$ cat config.mk
export PLATFORM = sky130hd
export DESIGN_NAME = led_flow_ctrl
export DESIGN_NICKNAME = d
export VERILOG_FILES = /design/src/rtl/led_flow_pkg.sv /design/src/rtl/led_flow_ctrl_tick.sv /design/src/rtl/led_flow_ctrl.sv
export SDC_FILE = /design/constraint.sdc
export NUM_CORES = 1
export LEC_CHECK = 0
export BUFFER_PORTS_ARGS = -buffer_cell sky130_fd_sc_hd__buf_4
export CELL_PAD_IN_SITES_DETAIL_PLACEMENT = 0
export CELL_PAD_IN_SITES_GLOBAL_PLACEMENT = 1
export CORE_MARGIN = 2
export CORE_UTILIZATION = 40
export CTS_BUF_LIST = sky130_fd_sc_hd__clkbuf_16
export DETAILED_ROUTE_END_ITERATION = 10
export PLACE_DENSITY = 0.67
export SLEW_MARGIN = 20
export SYNTH_ARGS = -nofsm -noshare
export SYNTH_HDL_FRONTEND = slang
export SYNTH_SLANG_ARGS = --single-unit
$ cat constraint.sdc
create_clock -name sys_clk -period 2.3 [get_ports sys_clk]
set_input_delay 0.115 -clock sys_clk [delete_from_list [all_inputs] [get_ports sys_clk]]
set_output_delay 0.115 -clock sys_clk [all_outputs]
set_load 0.1 [all_outputs]
$ cat src/rtl/led_flow_pkg.sv
// led_flow_pkg: shared state and mode encodings for the LED flow sequencer.
package led_flow_pkg;

    typedef enum logic [1:0] {
        IDLE  = 2'd0,
        LOAD  = 2'd1,
        RUN   = 2'd2,
        PAUSE = 2'd3
    } state_t;

    localparam logic [1:0] MODE_LEFT   = 2'b00;
    localparam logic [1:0] MODE_RIGHT  = 2'b01;
    localparam logic [1:0] MODE_BOUNCE = 2'b10;
    localparam logic [1:0] MODE_BLINK  = 2'b11;

endpackage

$ cat src/rtl/led_flow_ctrl_tick.sv
// tick_gen: shared step prescaler; counts 0..CNT_MAX while en, clr wins over en.
module tick_gen #(
    parameter int              CNT_W   = 25,
    parameter logic [CNT_W-1:0] CNT_MAX = 25'd24_999_999
) (
    input  logic sys_clk,
    input  logic sys_rst,
    input  logic en,
    input  logic clr,
    output logic tick
);

    logic [CNT_W-1:0] cnt;

    assign tick = (cnt == CNT_MAX);

    always_ff @(posedge sys_clk or posedge sys_rst) begin
        if (sys_rst)
            cnt <= '0;
        else if (clr)
            cnt <= '0;
        else if (en)
            cnt <= tick ? '0 : cnt + CNT_W'(1);
    end

endmodule

$ cat src/rtl/led_flow_ctrl.sv
// led_flow_ctrl: start/stop sequencer driving running-light, bounce or blink patterns.
// Define LED_FLOW_PAUSE_EN to add the level-sensitive pause input and PAUSE state.
module led_flow_ctrl
    import led_flow_pkg::*;
#(
    parameter int               LED_NUM = 4,
    parameter int               CNT_W   = 25,
    parameter logic [CNT_W-1:0] CNT_MAX = 25'd24_999_999
) (
    input  logic               sys_clk,
    input  logic               sys_rst,
    input  logic               start,
    input  logic               stop,
    input  logic [1:0]         mode,
`ifdef LED_FLOW_PAUSE_EN
    input  logic               pause,
`endif
    output logic               busy,
    output logic [LED_NUM-1:0] led_out,
    output logic               step_done
);

    localparam logic [LED_NUM-1:0] LSB_ON = LED_NUM'(1);
    localparam logic [LED_NUM-1:0] MSB_ON = LSB_ON << (LED_NUM - 1);

    state_t             state, state_nx;
    logic [1:0]         mode_q;
    logic               dir, dir_step;
    logic [LED_NUM-1:0] led_step, led_init;
    logic               hold, active, run_en, adv, tick;

`ifdef LED_FLOW_PAUSE_EN
    assign hold = pause;
`else
    assign hold = 1'b0;
`endif

    // PAUSE with pause released counts like RUN so resume costs no extra cycle
    assign active = (state == RUN) || (state == PAUSE);
    assign run_en = active && !hold && !stop;
    assign adv    = run_en && tick;
    assign busy   = (state != IDLE);

    tick_gen #(.CNT_W(CNT_W), .CNT_MAX(CNT_MAX)) u_tick (
        .sys_clk (sys_clk),
        .sys_rst (sys_rst),
        .en      (run_en),
        .clr     ((state_nx == IDLE) || (state == LOAD)),
        .tick    (tick)
    );

    always_comb begin
        state_nx = state;
        case (state)
            IDLE:    state_nx = (start && !stop) ? LOAD : IDLE;
            LOAD:    state_nx = stop ? IDLE : RUN;
            RUN:     state_nx = stop ? IDLE : hold ? PAUSE : RUN;
            PAUSE:   state_nx = stop ? IDLE : hold ? PAUSE : RUN;
            default: state_nx = IDLE;
        endcase
    end

    always_comb begin
        led_init = (mode_q == MODE_RIGHT) ? MSB_ON : (mode_q == MODE_BLINK) ? '0 : LSB_ON;
    end

    // bounce flips direction on the step that lands on an end bit
    always_comb begin
        led_step = led_out;
        dir_step = dir;
        case (mode_q)
            MODE_LEFT:  led_step = {led_out[LED_NUM-2:0], led_out[LED_NUM-1]};
            MODE_RIGHT: led_step = {led_out[0], led_out[LED_NUM-1:1]};
            MODE_BOUNCE: begin
                led_step = dir ? (led_out >> 1) : (led_out << 1);
                dir_step = dir ? !led_step[0] : led_step[LED_NUM-1];
            end
            default:    led_step = ~led_out;
        endcase
    end

    always_ff @(posedge sys_clk or posedge sys_rst) begin
        if (sys_rst) begin
            state     <= IDLE;
            mode_q    <= MODE_LEFT;
            dir       <= 1'b0;
            led_out   <= '0;
            step_done <= 1'b0;
        end else begin
            state     <= state_nx;
            mode_q    <= (state == IDLE && start && !stop) ? mode : mode_q;
            dir       <= (state == LOAD) ? 1'b0 : adv ? dir_step : dir;
            led_out   <= (state_nx == IDLE) ? '0 : (state == LOAD) ? led_init : adv ? led_step : led_out;
            step_done <= adv;
        end
    end

endmodule

# Word level (Yosys, flattened, before mapping)
# Index checks and enable logic that the tools add are counted.
op_classes:
  addsub: 1
  n_mux: 17
  n_eq_ne: 7
  bitwise: 1
  n_reduce_logical: 19
ops:
  columns: ["op", "n"]
  rows:
  - ["two-way mux 25 bit", 3]
  - ["adder 25 x 1 -> 25 bit (second input constant)", 1]
  - ["== test 25 bit (second input constant)", 1]
  - ["two-way mux 4 bit", 5]
  - ["case mux 4 bit (3 select lines)", 1]
  - ["== test 2 bit (second input constant)", 4]
  - ["nonzero test 2 bit", 4]
  - ["zero test 2 bit", 3]
  - ["two-way mux 1 bit", 6]
  - ["logical AND 1 bit", 5]
  - ["== test 2 x 1 -> 1 bit (second input constant)", 2]
  - ["NOT 4 bit", 1]
  - ["case mux 2 bit (2 select lines)", 1]
  - ["nonzero test 3 bit", 1]
  - ["OR reduction 3 bit", 1]
  - ["zero test 1 bit", 2]
  - ["logical OR 1 bit", 2]
  - ["two-way mux 2 bit", 1]
  - ["AND reduction 2 bit", 1]
word_totals:
  out_inout_bits: 6
  ff_bits: 35
  in_bits: 6

# Logic depth before layout (Yosys ltp)
# Gate-level depths: netlist of the first run.
logic_depth:
  ltp_word: 7
  ltp_mapped: 7

# By module
# Synthesis of the first run repeated with hierarchy kept, for this count alone.
hier_totals:
  cells_unflattened: 214
  area_unflattened_um2: 2016.9
by_module_without_submodules:
  columns: ["mod", "cells_each", "instances", "area_per_inst_um2"]
  rows:
  - ["tick_gen", 150, 1, 1413.9]
  - ["led_flow_ctrl", 64, 1, 603.1]

# Worst setup path before layout of the first run
# OpenSTA, ideal clock, no wires.
synth_timing:
  path_kind: "register to register"
  start: "register state[1]"
  end: "register led_out[0]"
  path_stages_with_launch: 6
  t_arrival_ns: 1.830
  synth_period_minus_slack_ns: 1.956
  setup_slack_ns: 0.344
  setup_time_ns: 0.126
  cell_sequence: "dfrtp_1 or2_2 o21ai_0 nor2_1 nand2b_1 mux2_2"
synth_via:
  elab_chain_cells: 5
  word_cells_on_any_way: 13
  classes_between: "3 x eq/ne; 3 x mux; 7 x reduce/logical"
synth_rtl:
  columns: ["element", "line_no", "source"]
  rows:
  - ["start, declared", "led_flow_ctrl.sv:26", "state_t state, state_nx;"]
  - ["start signal, assigned", "led_flow_ctrl.sv:90", "state <= state_nx;"]
  - ["== test 2 bit / == test 2 x 1 -> 1 bit (equally long branches)", "led_flow_ctrl.sv:39, led_flow_ctrl.sv:54, led_flow_ctrl.sv:93", null]
  - ["OR reduction 3 bit (no line) / logical OR 1 bit (equally long branches)", null, null]
  - ["case mux 2 bit (2 select lines) / logical AND 1 bit (equally long branches)", "led_flow_ctrl.sv:54, led_flow_ctrl.sv:40", null]
  - ["zero test 2 bit / logical AND 1 bit (equally long branches)", "led_flow_ctrl.sv:93, led_flow_ctrl.sv:41", null]
  - ["nonzero test 3 bit (no line) / two-way mux 4 bit (equally long branches)", null, null]
  - ["end signal, assigned", "led_flow_ctrl.sv:93", "led_out <= (state_nx == IDLE) ? '0 : (state == LOAD) ? led_init : adv ? led_step : led_out;"]
  - ["end, declared", "led_flow_ctrl.sv:19", "output logic [LED_NUM-1:0] led_out,"]
# Parallel ways exist; a longest one is shown, timed or not.
# A chain may end at the register's enable or synchronous reset.

# Final worst setup path of the first run
layout_timing:
  start: "register u_tick.cnt[0]"
  end: "register u_tick.cnt[19]"
layout_via:
  elab_chain_cells: 4
  word_cells_on_any_way: 5
  classes_between: "1 x add/sub; 1 x eq/ne; 3 x mux"
layout_rtl:
  columns: ["element", "line_no", "source"]
  rows:
  - ["start, declared", "led_flow_ctrl_tick.sv:13", "logic [CNT_W-1:0] cnt;"]
  - ["start signal, assigned", "led_flow_ctrl_tick.sv:23", "cnt <= tick ? '0 : cnt + CNT_W'(1);"]
  - ["adder 25 x 1 -> 25 bit / == test 25 bit (equally long branches)", "led_flow_ctrl_tick.sv:23, led_flow_ctrl_tick.sv:15", null]
  - ["two-way mux 25 bit (*)", "led_flow_ctrl_tick.sv:23", null]
  - ["two-way mux 25 bit (*)", "led_flow_ctrl_tick.sv:22", "else if (en)"]
  - ["two-way mux 25 bit (*)", "led_flow_ctrl_tick.sv:20", "else if (clr)"]
# Mark *: on every way between the ends. The rest lies on a longest branch, timed or not. The select of a mux whose other input is x is not followed.

==> results of run 1 <==
power groups by stage:
stage / clock network, uW / registers [uW] / logic, uW
final: 628 / 665 / 164
after global routing: 684 / 668 / 180
after CTS: 652 / 664 / 166
after detailed placement: 0 / 675 / 165
after global placement: 0 / 674 / 162
after floorplan: 0 / 683 / 113
cells in the final DEF, fill, tap and decap left out, drive strengths merged, types with 2 or more instances in the layout:
cell    synthesis  routed
a211oi          3       3
a21oi           2       2
a31oi           2       2
a41oi           2       2
and2            2       2
and3            2       2
and4            4       4
buf             4      20
clkbuf          3       5
dfrtp          35      35
inv             4       6
mux2            3       3
nand2          22      22
nand2b          3       3
nand3          14      14
nand4           4       4
nor2           31      31
nor2b           4       4
nor3            7       7
nor3b           3       3
nor4           10      10
o21ai           7       7
o22a            2       2
o311ai          2       2
xnor2           8       8
xor2           11      11
final timing paths:
check	end	slack, ns	depth (start not counted)
worst min-delay path	mode_q[0]	0.03	3
worst max-delay path	u_tick.cnt[19]	0.20	7
max in group asynchronous	u_tick.cnt[9]	1.47	4
worst max register to register	u_tick.cnt[19]	0.20	7
min in group asynchronous	led_out[2]	0.49	4
worst min register to register	u_tick.cnt[1]	0.57	2
what timing repair did:
| action | 4_1_cts | 5_1_grt |
|---|---|---|
| endpoints found under the hold margin | 35 | 0 |
| hold buffers | 1 | 0 |
| setup buffers | 0 | 1 |
| setup endpoints to repair | 0 | 22 |
| resized for setup | 0 | 1 |
registers in the layout, summed over array words and instances (netlist names):
signal      cells
dir             1
state           2
step_done       1
mode_q          2
led_out         4
u_tick.cnt     25
layout make-up:
| class | count | area, um2 | share of cell area [%] |
|---|---|---|---|
| clock buffer | 5 | 125.1 | 5.330 |
| clock inverter | 3 | 12.51 | 0.5330 |
| inverter | 4 | 15.01 | 0.6397 |
| multi-input combinational | 160 | 1075 | 45.79 |
| sequential | 35 | 875.8 | 37.31 |
| tap | 67 | 83.83 | 3.571 |
| timing repair buffer | 21 | 160.2 | 6.823 |
cells by family after synthesis:
logic type               after synthesis  share of synthesized area [%]
AO/OA/AOI/OAI                         25                          9.126
multiplexers                           4                          2.187
XOR/XNOR                              19                          8.313
AND/OR/NAND/NOR                      111                          33.12
flip-flops                            35                          43.75
buffers and inverters                 11                          2.874
adder cells (fa/ha/maj)                1                         0.6249
metal layers:
metal	GRT usage, %	routed length, um
met2	30.19	2135
met3	4.418	152
met1	24.11	2145
met5	0	0
met4	6.349	55
stage by stage:
step | hold slack [ns] | util, %
global placement | 0.2491 | 45.67
detailed placement | 0.2578 | 45.67
floorplan | 0.2204 | -
finish | 0.03284 | 49.05
CTS | 0.03000 | 48.76
global route | 0.03860 | 49.05
critical path, stage by stage, from the launching register on:
cell      delay, ns
dfrtp_1        0.41
ha_1           0.23
and4_1         0.23
nand4_1        0.23
nor4_2         0.33
nand2b_1       0.21
buf_4          0.26
a211oi_1       0.07
==> impl_metrics.toml, run 1 <==
[drt]
wl_per_cell_um = 15.22
routed_wl_um = 4489
drt-initial-drc-count = 77
via_per_inst = 5.258
first_pass_iters = 4
vias = 1551
drc = 0
ant_nets = 0

[final_layout]
nets = 234
fillers = 467
antenna_cells = 0
drive_above_1_share_pct = 19.74
syn_to_final_growth_pct = 17.25
instances_no_fill = 295
fin_area_um2 = 2347

[logic_synthesis]
synth_seq_cells = 35
yosys-top-cells-area = "dfrtp_1, nor2_1, xor2_1"
netlist.area_leader.share_pct = 43.75
synth_nets = 213
syn_inst = 206
yosysMostFrequentCell = "dfrtp_1"
synth_area_um2 = 2002
synthFlopType = "dfrtp_1"
yosys_warnings = 0
ys_types = 49
synth_common_cells = "dfrtp_1, nor2_1, nand2_1"
synth_edf_count = 0
async_reset_ff_share_pct = 100.0
avgSynthCellArea_um2 = 9.718
synth_top_cell_by_area = "dfrtp_1"
seq_area_frac_synth_pct = 43.75

[clock_tree]
cts_buffers = 5
cts_tree = "done"
h-tree-depth = 2
cts_buffer_depth = 2
path_clk_slew_ns = 0.05
cts.sinks = 35
clk_latency_ns = 0.28
cts_root_buffer = "clkbuf_16"

[power_and_ir_drop]
power_switching_uw = 380.2
total_power_uw = 1457
power.internal_uw = 1077
comb_power_share_pct = 11.3
p_seq_share_pct = 45.6
power.density_nw_per_um2 = 620.7
netSwitchingFraction_pct = 26.10
leakage_uw = 0.0009972
peakVddDrop_uv = 321.3
clockPowerShare_pct = 43.1

[sta]
setup-violations-final = 0
period_share_pct = 91.31
max_slew_margin_pct = 58.22
clock_skew_ns = 0.003826
min_period_ns = 2.100
fmax_mhz = 476.1
rsz0062_at_grt = "no"
finalMaxSlewViolations = 0
fin_ws_ns = 0.1998
tns_ns = 0
hold_viol = 0
tightest_slew_ns = 0.6219

[placement]
gp_congestion = 0.8245
placedCellCount = 285
hpwl_um = 3237
port_buffers = 11
pre_cts_ws_ns = 0.1456
placed_cell_area_um2 = 2186

[worst_hold_path]
hold_path.startpoint = "mode[0]"
min_path_type = "primary input to flop"

[worst_setup_path]
worst-endpoint-arrival_ns = 2.24
crit_required_ns = 2.44
startpoint_type = "flop"
worstSetupEndpointType = "flop"
startpoint = "u_tick.cnt[0]"
rr_startpoint = "u_tick.cnt[0]"
critical_path.max_fanout = 20
critical_path_class = "flop to flop"

[floorplanning]
core_area_um2 = 4786
io_pins = 12
rows = 25
dieArea_um2 = 5587
die_x_um = 74.75
dieHeight_um = 74.75
start_util_pct = 41.83

[global_route]
grt_pass1_vias = 1615
grt_pass1_wl_um = 7652
antenna_found_initial = 0
overflow = 0
grt_max_degree = 36
grt_usage_pct = 18.47

[run_status]
status = "complete, no violations"

[flow_run]
maxCapViolCount = 0
(Power assumes the default switching activity.)
==> run 2, diff against run 1 <==
Clock period 2.3 ns to 2.65 ns, I/O delays scaled along.
==> run 2 against run 1 <==
  * Register-to-register slack gained 0.15 ns
  * Largest power group unchanged
  * Die area is the same
  * Worst hold slack gained 0.013 ns
  * Routed wire length shrank 2.2%
  * Non-clock buffer count shrank 7
  * Sequential power shrank 13%
  * Via count grew 0.45%
  * Worst setup slack gained 0.15 ns
  * Cell count shrank 2.4%
  * Clock power shrank 12%
  * Clock skew grew 0.0014 ns
  * Sequential share of layout area grew 0.92 points
==> impl_metrics.toml, run 2 (same netlist as run 1, synthesis figures left out) <==
[floorplanning]
io_pins = 12
dieArea_um2 = 5587
dieHeight_um = 74.75
die_x_um = 74.75
rows = 25
start_util_pct = 41.83
core_area_um2 = 4786

[run_status]
status = "complete, no violations"

[sta]
period_share_pct = 86.98
setup-violations-final = 0
whs_ns = 0.04617
finalMaxSlewViolations = 0
tns_ns = 0
max_slew_margin_pct = 55.93
rsz0062_at_grt = "no"
fmax_mhz = 433.9
tightest_slew_ns = 0.6560
min_period_ns = 2.305
clock_skew_ns = 0.005209
hold_viol = 0

[global_route]
grt_usage_pct = 18.26
grt_pass1_vias = 1598
overflow = 0
grt_max_degree = 36
grt_pass1_wl_um = 7721
antenna_found_initial = 0

[worst_setup_path]
r2r_end = "u_tick.cnt[19]"
rr_startpoint = "u_tick.cnt[0]"
startpoint_type = "flop"
rr_worst_depth = 7
critical_path.max_fanout = 20
worst-endpoint-arrival_ns = 2.44
worstSetupEndpointType = "flop"
crit_required_ns = 2.79
reg2reg_slack_ns = 0.35
critical_path_class = "flop to flop"

[final_layout]
antenna_cells = 0
mostFrequentLayoutCell = "dfrtp_1"
drive_above_1_share_pct = 17.65
syn_to_final_growth_pct = 14.44
top_register = "u_tick.cnt"
instances_no_fill = 288
top_regs = "u_tick.cnt x25, led_out x4"
nets = 227
layout_common_cells = "dfrtp_1, nor2_1, nand2_1"
largest_reg_flops = 25

[clock_tree]
cts_root_buffer = "clkbuf_16"
cts_buffer_depth = 2
path_clk_slew_ns = 0.05
cts.sinks = 35
cts_buffers = 5
cts_tree = "done"
h-tree-depth = 2
clk_latency_ns = 0.28
postCtsResizedCells = 0

[power_and_ir_drop]
power.density_nw_per_um2 = 555.3
leakage_uw = 0.0009602
peakVddDrop_uv = 394.1

[placement]
gp_congestion = 0.8992
placedCellCount = 279
hpwl_um = 3112
port_buffers = 11

[drt]
via_per_inst = 5.410
routed_wl_um = 4390
drt-initial-drc-count = 90
first_pass_iters = 4
drc = 0
wl_per_cell_um = 15.24
vias = 1558
ant_nets = 0

[worst_hold_path]
hold_depth = 3
holdPathEnd = "mode_q[0]"
min_path_type = "primary input to flop"
hold_path.startpoint = "mode[0]"

[flow_run]
maxCapViolCount = 0
[run 2: cell count changes in the layout (fill, tap and decap cells not counted), sizes merged]
| cell | delta |
|---|---|
| buf | -7 |
| clkinv | +2 |
| inv | -2 |
[run 2: where the power goes]
part / leakage, uW / switching (uW) / internal, uW
clock network: 0.0000733 / 212 / 342
registers: 0.000484 / 29.1 / 548
logic: 0.000403 / 94.9 / 46.0
total: 0.000960 / 336 / 936
[run 2: worst max-delay path by stage]
stage | from | to | slack [ns] | cells past startpoint
2_1_floorplan | state[1] | led_out[0] | 0.69 | 5
3_3_place_gp | u_tick.cnt[0] | u_tick.cnt[19] | 0.39 | 7
3_5_place_dp | u_tick.cnt[0] | u_tick.cnt[19] | 0.42 | 7
4_1_cts | u_tick.cnt[0] | u_tick.cnt[19] | 0.35 | 7
5_1_grt | u_tick.cnt[0] | u_tick.cnt[19] | 0.18 | 7
6_report | u_tick.cnt[0] | u_tick.cnt[19] | 0.35 | 7
[run 2: layer usage]
layer	vias up	part of all wire, %	track usage (%)
met3	5	2.3	3.213
met2	17	48	29.89
met1	772	48	24.60
met5	-	0	0
met4	0	1.3	6.151
li1	764	-	-
[run 2: worst max-delay path, cell delays in order, from the launching register on]
cell      delay, ns
dfrtp_1        0.42
ha_1           0.23
and4_1         0.21
nand4_1        0.21
nor4_1         0.49
nand2b_1       0.23
buf_4          0.27
a211oi_1       0.08
[run 2: timing repair]
action                                 in CTS  in global routing
setup buffers                               0                  0
endpoints found under the hold margin      35                  0
hold buffers                                1                  0
[run 2: area by class of cell]
class / instances / area [um2]
clock buffer: 5 / 125.1
tap: 67 / 83.83
clock inverter: 3 / 15.01
inverter: 4 / 15.01
multi-input combinational: 160 / 1069
sequential: 35 / 875.8
timing repair buffer: 14 / 107.6
fill: 469 / 2495
[run 2: through the flow]
step	cell area, um2	utilization (%)	worst slack, ns	power (uW)
2_1_floorplan	2002	-	0.6945	690.4
3_3_place_gp	2141	44.73	0.3883	724.0
3_5_place_dp	2141	44.73	0.4159	726.0
4_1_cts	2291	47.87	0.3508	1289
5_1_grt	2291	47.87	0.1797	1332
6_report	2291	47.87	0.3451	1272
==> run 3, diff against run 2 <==
Settings changed: CORE_MARGIN 2 to 4.
==> run 3 against run 2 <==
  * Flip-flop and latch count is the same
  * Largest power group is now clock
  * Core utilization grew 1.1 points
  * Cell count is the same
==> impl_metrics.toml, run 3 (same netlist as run 1, synthesis figures left out) <==
[worst_setup_path]
cp_slowest_cell = "dfrtp_1"
r2r_end = "u_tick.cnt[19]"
worst-path-buf-inv = 1
cp_top_family = "simple AND/OR/NAND/NOR gates"
worst-endpoint-arrival_ns = 2.27
reg2reg_slack_ns = 0.52
rr_startpoint = "u_tick.cnt[0]"
crit_required_ns = 2.79
cp_cell_sequence = "ha_1 -> and4_1 -> nand4_1 -> nor4_1 -> nand2b_1 -> buf_4 -> a211oi_1"
worstSetupEndpointType = "flop"
rr_worst_depth = 7
slowest_delay_ns = 0.40
critical_path.max_fanout = 20
critical_path_class = "flop to flop"
startpoint_type = "flop"

[sta]
rsz0062_at_grt = "no"
fin_ws_ns = 0.5216
fmax_mhz = 469.8
period_share_pct = 80.32
setup-violations-final = 0
tightest_slew_ns = 0.7011
max_slew_margin_pct = 52.90
tns_ns = 0
min_period_ns = 2.128
hold_viol = 0
whs_ns = 0.05024
finalMaxSlewViolations = 0
clock_skew_ns = 0.002397

[floorplanning]
core_area_um2 = 4786
dieArea_um2 = 6201
start_util_pct = 41.83
rows = 25
die_x_um = 78.75
dieHeight_um = 78.75
io_pins = 12

[run_status]
status = "complete, no violations"

[global_route]
antenna_found_initial = 0
grt_pass1_wl_um = 7797
grt_pass1_vias = 1575
grt_max_degree = 21
overflow = 0
grt_usage_pct = 16.02

[drt]
first_pass_iters = 4
wl_per_cell_um = 15.31
ant_nets = 0
drt-initial-drc-count = 105
drc = 0
via_per_inst = 5.611
routed_wl_um = 4408
vias = 1616

[clock_tree]
cts_root_buffer = "clkbuf_16"
cts_tree = "done"
cts.sinks = 35
cts_buffers = 5
cts_buffer_depth = 2
postCtsResizedCells = 0
clk_latency_ns = 0.28
path_clk_slew_ns = 0.06
h-tree-depth = 2

[final_layout]
top_register = "u_tick.cnt"
top_regs = "u_tick.cnt x25, led_out x4"
antenna_cells = 0
drive_above_1_share_pct = 17.65
instances_no_fill = 288
fillers = 449
nets = 227
layout_common_cells = "dfrtp_1, nor2_1, nand2_1"
largest_reg_flops = 25
mostFrequentLayoutCell = "dfrtp_1"
syn_to_final_growth_pct = 17.06

[placement]
gp_congestion = 0.8317
placedCellCount = 279
hpwl_um = 3160
port_buffers = 11
pre_cts_ws_ns = 0.5064

[flow_run]
maxCapViolCount = 0

[worst_hold_path]
hold_depth = 3
min_path_type = "primary input to flop"
holdPathEnd = "mode_q[0]"
hold_path.startpoint = "mode[0]"

[power_and_ir_drop]
peakVddDrop_uv = 282.3
power.density_nw_per_um2 = 630.6
leakage_uw = 0.0009768
## run 3: changes by cell type in the layout (fill, tap and decap cells not counted)
cell        change
clkinv_2        -3
bufinv_16       +2
clkinvlp_4      +1
## run 3: routing by layer
metal	share of wire, %	wire length (um)	up-vias	track usage (%)
met1	43	1906	794	21.19
met5	0	0	-	0
met2	49	2169	55	25.04
met4	1.6	72	0	6.643
li1	-	-	760	-
met3	5.9	259	7	3.968
## run 3: how the worst max path moves through the flow
stage                              from  depth (start not counted)             end
final                     u_tick.cnt[0]                          7  u_tick.cnt[19]
after global routing      u_tick.cnt[0]                          7  u_tick.cnt[19]
after CTS                 u_tick.cnt[0]                          7  u_tick.cnt[19]
after detailed placement  u_tick.cnt[0]                          7  u_tick.cnt[19]
after global placement    u_tick.cnt[0]                          7  u_tick.cnt[19]
after floorplan                state[1]                          5      led_out[0]
## run 3: per-stage QoR
stage / util [%] / cell area (um2) / power, uW
CTS: 48.97 / 2344 / 1494
finish: 48.97 / 2344 / 1478
global placement: 44.73 / 2141 / 724.2
global route: 48.97 / 2344 / 1537
floorplan: - / 2002 / 690.4
detailed placement: 44.73 / 2141 / 725.4
## run 3: worst min-delay path: stages
cell	delay (ns)
buf_4	0.08
nand2_1	0.04
nand2_1	0.05
## run 3: report_power, final
group | leakage, uW | switching (uW) | internal (uW)
Sequential | 0.000484 | 28.6 | 547
Clock | 0.0000900 | 223 | 538
Combinational | 0.000403 | 94.9 | 45.9
## run 3: final cells by class
cell class	instances	area [um2]	area share, %
Inverter	4	15.01	0.6407
Multi-Input combinational cell	160	1069	45.60
Sequential cell	35	875.8	37.37
Clock buffer	5	125.1	5.339
Tap cell	67	83.83	3.577
Clock inverter	3	67.56	2.883
Timing Repair Buffer	14	107.6	4.592
## run 3: timing repair
action                                 CTS  global route
hold buffers                             1             0
endpoints found under the hold margin   18             0
setup buffers                            0             0
